File: config.mk
export PLATFORM = sky130hd
export DESIGN_NAME = iic_arbiter
export DESIGN_NICKNAME = d
export VERILOG_FILES = /design/src/rtl/iic_arbiter.sv
export SDC_FILE = /design/constraint.sdc
export NUM_CORES = 1
export LEC_CHECK = 0
export ABC_CLOCK_PERIOD_IN_PS = 2630
export CORE_ASPECT_RATIO = 1.1
export CORE_MARGIN = 3
export CORE_UTILIZATION = 45
export DETAILED_ROUTE_END_ITERATION = 10
export PLACE_DENSITY = 0.88
export SLEW_MARGIN = 20
export SYNTH_ARGS = -nofsm -noshare
export SYNTH_HDL_FRONTEND = slang
export SYNTH_SLANG_ARGS = --single-unit
File: constraint.sdc
create_clock -name clk_i -period 2.63 [get_ports clk_i]
set_input_delay 0.526 -clock clk_i [delete_from_list [all_inputs] [get_ports clk_i]]
set_output_delay 0.526 -clock clk_i [all_outputs]
set_load 0.05 [all_outputs]
File: src/rtl/iic_arbiter.sv
// Two-requester round-robin arbiter in front of a single I2C master.
// Latches the winner's transaction, launches the master and reports completion or launch timeout.
module iic_arbiter #(
  parameter logic [7:0]  WMEN_LEN = 8'd4,
  parameter logic [7:0]  RMEN_LEN = 8'd4,
  parameter logic [31:0] TIMEOUT  = 32'd100000
) (
  input  logic                      clk_i,
  input  logic                      rstn_i,
  input  logic [1:0]                req_i,
  input  logic [2*WMEN_LEN*8-1:0]   req_wr_data_i,
  input  logic [15:0]               req_wr_cnt_i,
  input  logic [15:0]               req_rd_cnt_i,
  input  logic [1:0]                req_mode_i,
  output logic [1:0]                grant_o,
  output logic [1:0]                done_o,
  output logic [1:0]                timeout_o,
  output logic [RMEN_LEN*8-1:0]     rd_data_o,
  output logic                      iic_en_o,
  output logic [WMEN_LEN*8-1:0]     iic_wr_data_o,
  output logic [7:0]                iic_wr_cnt_o,
  output logic [7:0]                iic_rd_cnt_o,
  output logic                      iic_mode_o,
  input  logic                      iic_busy_i,
  input  logic [RMEN_LEN*8-1:0]     iic_rd_data_i
);

  localparam int unsigned WB = 32'(WMEN_LEN) * 32'd8;
  localparam int unsigned RB = 32'(RMEN_LEN) * 32'd8;

  typedef enum logic [1:0] {
    S_IDLE   = 2'd0,
    S_LAUNCH = 2'd1,
    S_ACTIVE = 2'd2,
    S_DONE   = 2'd3
  } state_t;

  state_t          state_q, state_d;
  logic            busy_m, busy_s;
  logic [1:0]      settle_q;
  logic            owner_q, owner_d;
  logic            last_q, last_d;
  logic [31:0]     cnt_q, cnt_d;
  logic            sel_c;

  logic [1:0]      grant_d, done_d, timeout_d;
  logic            en_d, mode_d;
  logic [WB-1:0]   wr_data_d;
  logic [7:0]      wr_cnt_d, rd_cnt_d;
  logic [RB-1:0]   rd_data_d;

  // Busy comes from the SCL-domain master; settle_q guarantees busy_s reflects it after reset.
  always_ff @(posedge clk_i or negedge rstn_i) begin
    if (!rstn_i) begin
      busy_m   <= 1'b0;
      busy_s   <= 1'b0;
      settle_q <= 2'b00;
    end else begin
      busy_m   <= iic_busy_i;
      busy_s   <= busy_m;
      settle_q <= {settle_q[0], 1'b1};
    end
  end

  // Round-robin pick: on a tie the requester not served last wins.
  assign sel_c = (req_i == 2'b11) ? ~last_q : req_i[1];

  always_ff @(posedge clk_i or negedge rstn_i) begin
    if (!rstn_i) begin
      state_q       <= S_IDLE;
      owner_q       <= 1'b0;
      last_q        <= 1'b1;
      cnt_q         <= 32'd0;
      grant_o       <= 2'b00;
      done_o        <= 2'b00;
      timeout_o     <= 2'b00;
      iic_en_o      <= 1'b0;
      iic_wr_data_o <= '0;
      iic_wr_cnt_o  <= 8'd0;
      iic_rd_cnt_o  <= 8'd0;
      iic_mode_o    <= 1'b0;
      rd_data_o     <= '0;
    end else begin
      state_q       <= state_d;
      owner_q       <= owner_d;
      last_q        <= last_d;
      cnt_q         <= cnt_d;
      grant_o       <= grant_d;
      done_o        <= done_d;
      timeout_o     <= timeout_d;
      iic_en_o      <= en_d;
      iic_wr_data_o <= wr_data_d;
      iic_wr_cnt_o  <= wr_cnt_d;
      iic_rd_cnt_o  <= rd_cnt_d;
      iic_mode_o    <= mode_d;
      rd_data_o     <= rd_data_d;
    end
  end

  always_comb begin
    state_d   = state_q;
    owner_d   = owner_q;
    last_d    = last_q;
    cnt_d     = cnt_q;
    grant_d   = grant_o;
    done_d    = 2'b00;
    timeout_d = 2'b00;
    en_d      = 1'b0;
    wr_data_d = iic_wr_data_o;
    wr_cnt_d  = iic_wr_cnt_o;
    rd_cnt_d  = iic_rd_cnt_o;
    mode_d    = iic_mode_o;
    rd_data_d = rd_data_o;

    case (state_q)
      S_IDLE: begin
        if ((|req_i) && settle_q[1] && !busy_s) begin
          owner_d   = sel_c;
          grant_d   = sel_c ? 2'b10 : 2'b01;
          wr_data_d = sel_c ? req_wr_data_i[WB +: WB] : req_wr_data_i[0 +: WB];
          wr_cnt_d  = sel_c ? req_wr_cnt_i[15:8] : req_wr_cnt_i[7:0];
          rd_cnt_d  = sel_c ? req_rd_cnt_i[15:8] : req_rd_cnt_i[7:0];
          mode_d    = sel_c ? req_mode_i[1] : req_mode_i[0];
          en_d      = 1'b1;
          cnt_d     = 32'd0;
          state_d   = S_LAUNCH;
        end
      end

      S_LAUNCH: begin
        if (busy_s) begin
          state_d = S_ACTIVE;
        end else if ((TIMEOUT != 32'd0) && (cnt_q == TIMEOUT - 32'd1)) begin
          timeout_d[owner_q] = 1'b1;
          grant_d            = 2'b00;
          last_d             = owner_q;
          state_d            = S_IDLE;
        end else begin
          en_d  = 1'b1;
          cnt_d = cnt_q + 32'd1;
        end
      end

      // Busy stays high across a random-read restart, so only its fall ends the transfer.
      S_ACTIVE: begin
        if (!busy_s) begin
          done_d[owner_q] = 1'b1;
          grant_d         = 2'b00;
          rd_data_d       = iic_rd_data_i;
          last_d          = owner_q;
          state_d         = S_DONE;
        end
      end

      S_DONE: begin
        state_d = S_IDLE;
      end

      default: begin
        state_d = S_IDLE;
      end
    endcase
  end

endmodule

# --- After elaboration in Yosys (flattened, before gate mapping) ---
# Index checks and enable logic that the tools add are counted.
op_classes:
  add_sub_neg: 1
  order_cmp: 2
  eq_ne: 11
  n_mux: 34
  bitwise: 2
  n_reduce_logical: 15
ops:
  columns: ["operator", "count"]
  rows:
  - ["32-bit 2-to-1 mux", 4]
  - ["32-bit case mux with 2 select lines", 1]
  - ["32-bit by 1-bit adder with 32-bit output, second input constant", 1]
  - ["32-bit by 17-bit == test with 1-bit output, second input constant", 1]
  - ["2-bit 2-to-1 mux", 13]
  - ["8-bit 2-to-1 mux", 2]
  - ["2-bit inequality test, second input constant", 5]
  - ["1-bit 2-to-1 mux", 9]
  - ["2-bit case mux with 4 select lines", 1]
  - ["4-bit AND reduction", 2]
  - ["2-bit == test, second input constant", 3]
  - ["2-bit case mux with 3 select lines", 1]
  - ["5-bit AND reduction", 1]
  - ["1-bit case mux with 2 select lines", 2]
  - ["2-bit AND reduction", 2]
  - ["2-bit nonzero test", 2]
  - ["1-bit logical AND", 3]
  - ["3-bit inequality test, second input constant", 1]
  - ["3-bit AND reduction", 1]
  - ["3-bit nonzero test", 1]
  - ["2-bit by 1-bit == test with 1-bit output, second input constant", 1]
  - ["2-bit zero test", 1]
  - ["1-bit by 2-bit less-than comparator with 1-bit output, second input constant", 1]
  - ["1-bit inverter", 2]
  - ["other kinds (4)", 4]
totals:
  register_bits: 128
  inputBits: 135
  output_inout_bits: 88
  word_cells: 81

# --- Logic depth before layout (Yosys ltp) ---
# Gate-level depths: netlist of run 1.
depth:
  ltp_word: 7
  ltp_mapped: 9
  depth_no_buf: 7

# --- Least setup slack after synthesis of run 1 ---
# OpenSTA, ideal clock, no wires.
synth_path:
  path_type: "reg-to-reg"
  startpoint: "register state_q[0]"
  endpoint: "register cnt_q[3]"
  setup_ps: 78
  arrival_time_ps: 1931
  required_time_ps: 2552
  path_slack_ps: 621
  path_stages_with_launch: 10
  n_path_buf: 2
  cell_sequence: "dfrtp_1 -> inv_1 -> ha_1 -> nand2b_4 -> buf_6 -> o22a_1 -> a41o_1 -> buf_6 -> or3_1 -> a21oi_1"
synth_via:
  elab_chain_len: 3
synth_rtl:
  columns: ["item", "line", "text"]
  rows:
  - ["start: declaration", "38", "state_t state_q, state_d;"]
  - ["start signal: assignment", "84", "state_q <= state_d;"]
  - ["2-bit by 1-bit == test with 1-bit output / 2-bit zero test (equally long branches)", "115", "case (state_q)"]
  - ["2-bit inequality test (no line) / 2-bit nonzero test (equally long branches)", null, null]
  - ["4-bit AND reduction (no line)", null, null]
  - ["end signal: assignment", "87", "cnt_q <= cnt_d;"]
  - ["end: declaration", "43", "logic [31:0] cnt_q, cnt_d;"]
# Parallel ways exist; a longest one is shown, timed or not.
# A chain may end at the register's enable or synchronous reset.

# --- Worst setup path after layout of run 1 ---
layout_path:
  startpoint: "register state_q[0]"
  endpoint: "register cnt_q[14]"
# The elaborated chain is that of the path after synthesis.

==> results of run 1 <==
-- state kept, by name, indices dropped and copies added (netlist names), 2 cells and up, named ones only --
name,cells
cnt_q,32
done_o,2
timeout_o,2
iic_rd_cnt_o,8
settle_q,2
iic_wr_data_o,32
iic_wr_cnt_o,8
rd_data_o,32
grant_o,2
-- stage by stage --
step / hold WS (ps) / total power, mW / utilization
2_1_floorplan: 230 / 6.93 / -
3_3_place_gp: 336 / 8.88 / 0.659
3_5_place_dp: 343 / 9.08 / 0.659
4_1_cts: 95.6 / 11.6 / 0.707
5_1_grt: 125 / 12.1 / 0.707
6_report: 84.9 / 11.6 / 0.707
-- synth_stat cells (3+ instances only) --
cell type  number  area, um^2
and2_1          4        25.0
nand2_1        17        63.8
nor4_1          8        50.1
o211ai_1        3        22.5
ha_1            6        75.1
dfrtp_1       127        3180
nor2b_1         4        25.0
a21oi_1        62         310
o21ai_0        14        70.1
xnor2_1         8        70.1
nand3_1        15        75.1
inv_1           7        26.3
mux2_2         34         383
o31ai_1         4        30.0
and4_1          5        43.8
and3_1          7        43.8
or3_1           9        56.3
or4_1           4        30.0
xor2_1          7        61.3
mux2i_1        50         500
buf_6           3        33.8
nor2_2          3        18.8
nor3_1          8        40.0
clkbuf_1       20        75.1
buf_1           4        15.0
nand4_1        17         106
nor2_1         67         251
-- area by class of cell --
cell class,count,area [um^2],area share
flip-flops and latches,128,3200,0.355
well taps,157,196,0.0218
inverters,7,26.3,0.00291
clock buffers,26,509,0.0565
clock inverters,5,100,0.0111
repair buffers,235,2370,0.263
diodes,1,2.50,0.000278
multi-input cells,383,2610,0.289
-- worst paths after layout --
check                      slack, ps         to  cells after the start
setup / recovery                 290  cnt_q[14]                      7
hold / removal                    80  cnt_q[15]                      1
setup reg to reg                 290  cnt_q[14]                      7
hold reg to reg                  360     busy_s                      0
max in group asynchronous       1770  cnt_q[22]                      2
min in group clk_i               360     busy_s                      0
-- cell families (layout without fill, tap and decap cells) --
family | after synthesis | after routing
buffers and inverters | 37 | 273
and+or+nand+nor | 182 | 182
AOI/OAI and AO/OA | 95 | 95
DFF | 128 | 128
adders and majority gates | 6 | 6
xor gates and xnor gates | 15 | 15
muxes | 84 | 84
other | 1 | 2
-- metal layers --
metal	vias up	wire (um)	global-route usage
met1	2580	6520	0.294
met3	49	1810	0.104
met2	303	10000	0.456
met4	2	505	0.0942
li1	2410	-	-
met5	-	13	0
-- report_power, final --
group	switching (mW)	leakage (nW)	total [mW]	internal (mW)
logic	3.71	1.89	5.77	2.06
clock network	0.816	0.300	2.43	1.61
registers	0.603	1.54	3.38	2.78
total	5.13	3.73	11.6	6.45
==> impl_results.md, run 1 <==
* Status: completed
* Fmax at about 430 MHz
* RePlAce Congestion at 0.911
* Number of library cell types mapped by synthesis at 52
* Detailed placement HPWL at 13300 um
* CP delay by family, top: compound AO/OA/AOI/OAI gates
* RSZ-0062 raised after global routing: no
* Total GRT Usage at 0.264
* Total CTS buffers at 17
* Placement Rows at 43
* Clock Sinks at roughly 130
* Drt via density at 5.67
* Area grow syn2layout at 51.5%
* Grt total ovfl at 0
* Cell count after placement at 910
* FF+latch count, synth at 128
* Port bufs at 222
* CP startpoint: state_q[0]
* Die height at 127 um
* Count of final setup violators at 0
* CP Buf/Inv Count at 1
* Root Driver: clkbuf_16
* Initial antenna violation count at 2
* Endpoints failing hold at 0
* Commonest non-fill, non-tap cell in the layout: clkdlybuf4s50_1
* Max cap viols at 0
* Max Slew Vio Count at 0
* Top_reg_cell synth: dfrtp_1
* Asr flop ratio synth at 1.00
* LEAKAGE at 3.73 nW
* Post-Synth Adder-Cell Area at 0.0126
* Synth Area in XOR/XNOR at 0.0221
* Worst-path clk slew at 50 ps
* Syn nets at between 600 and 700
* Pwr/cell area at 1280 nW/um^2
* Placeable Area at approximately 13000 um^2
* Final Non-Filler Cells at ~940
* Largest net degree at the start of global routing at a little over 100
* Kind of critical path: reg -> reg
* Worst IR drop on VDD at approximately 0.8 mV
* Worst r2r src: state_q[0]
* Post-synthesis compound-gate area fraction at 0.0885
* Crit share post-route at 0.891
* Slowest CP cell: or4_1
* Routed WL at about 19000 um
* Clock skew at ~18 ps
* Highest-count cells in the layout ignoring fill and taps: clkdlybuf4s50_1, dfrtp_1, nor2_1
* Area of placed instances at around 8400 um^2
* Setup ws final at around 290 ps
* Synthesized instance count at 548
* Longest Clk Path Bufs at 2
* TritonCTS clock tree: built
* Setup TNS at 0 ps
* Clk_lat worst skew at 410 ps
* First-pass GRT wire length at slightly below 30000 um
* Register area share after synthesis at 0.538
* Simple-Gate Fraction of Synth Area at 0.162
* Worst-Margin Slew at 580 ps
* Share of post-route cells with drive strength above 1 at 0.114
* Post-synthesis mux area share at 0.148
* Initial DRC count at approximately 480
* Synthesized cell area at 5950 um^2
* DR DRC count at 0
* Max FO, Critical Path at 15
* Endpoint class of the critical path: register
* Arrival time worst endpoint at 2670 ps
* Hold-fix buffers at CTS at 0
* Vias in the first global route at about 5600
* Post-CTS sizing at 0
* Slowest Stage Delay on Critical Path at 450 ps
* Post-route ant nets at 0
* Hold Path Class: in -> async
* Initial Util at 0.467
* H-tree depth at 4
* Synth Warn # at 0
* Routed vias at 5344
* WL/cell at around 20 um
* Post-route minimum period at 2340 ps
* Slew headroom at 0.612
* Post-CTS setup buffer count at 0
* WP data required at a little under 3000 ps
* Post-route cell area at 9010 um^2
* EDFF count, synth at 0
* Synthesized area per cell at ~11 um^2
* Drt pass-1 iters at 7
* Startpoint Class: register
* Die Wd at 116 um
* Post-place setup slack at 131 ps
* NumNets Final at slightly above 900
* Filler Cell Count at 813
* Largest family of logic cells by synthesized area: simple AND/OR/NAND/NOR gates
* Worst path cell trace: inv_1 > ha_1 > nand2b_4 > o22a_1 > a41o_1 > or4_1 > a21oi_1
* Die area at around 15000 um^2
* IO Pins at 223
No activity file was read; power rests on OpenSTA's default activity.
==> run 2: changes to the inputs <==
Settings changed: CTS_CLUSTER_DIAMETER set to 120.
==> results of run 2 <==
Final layout, timing and power as in run 1 (identical DEF).
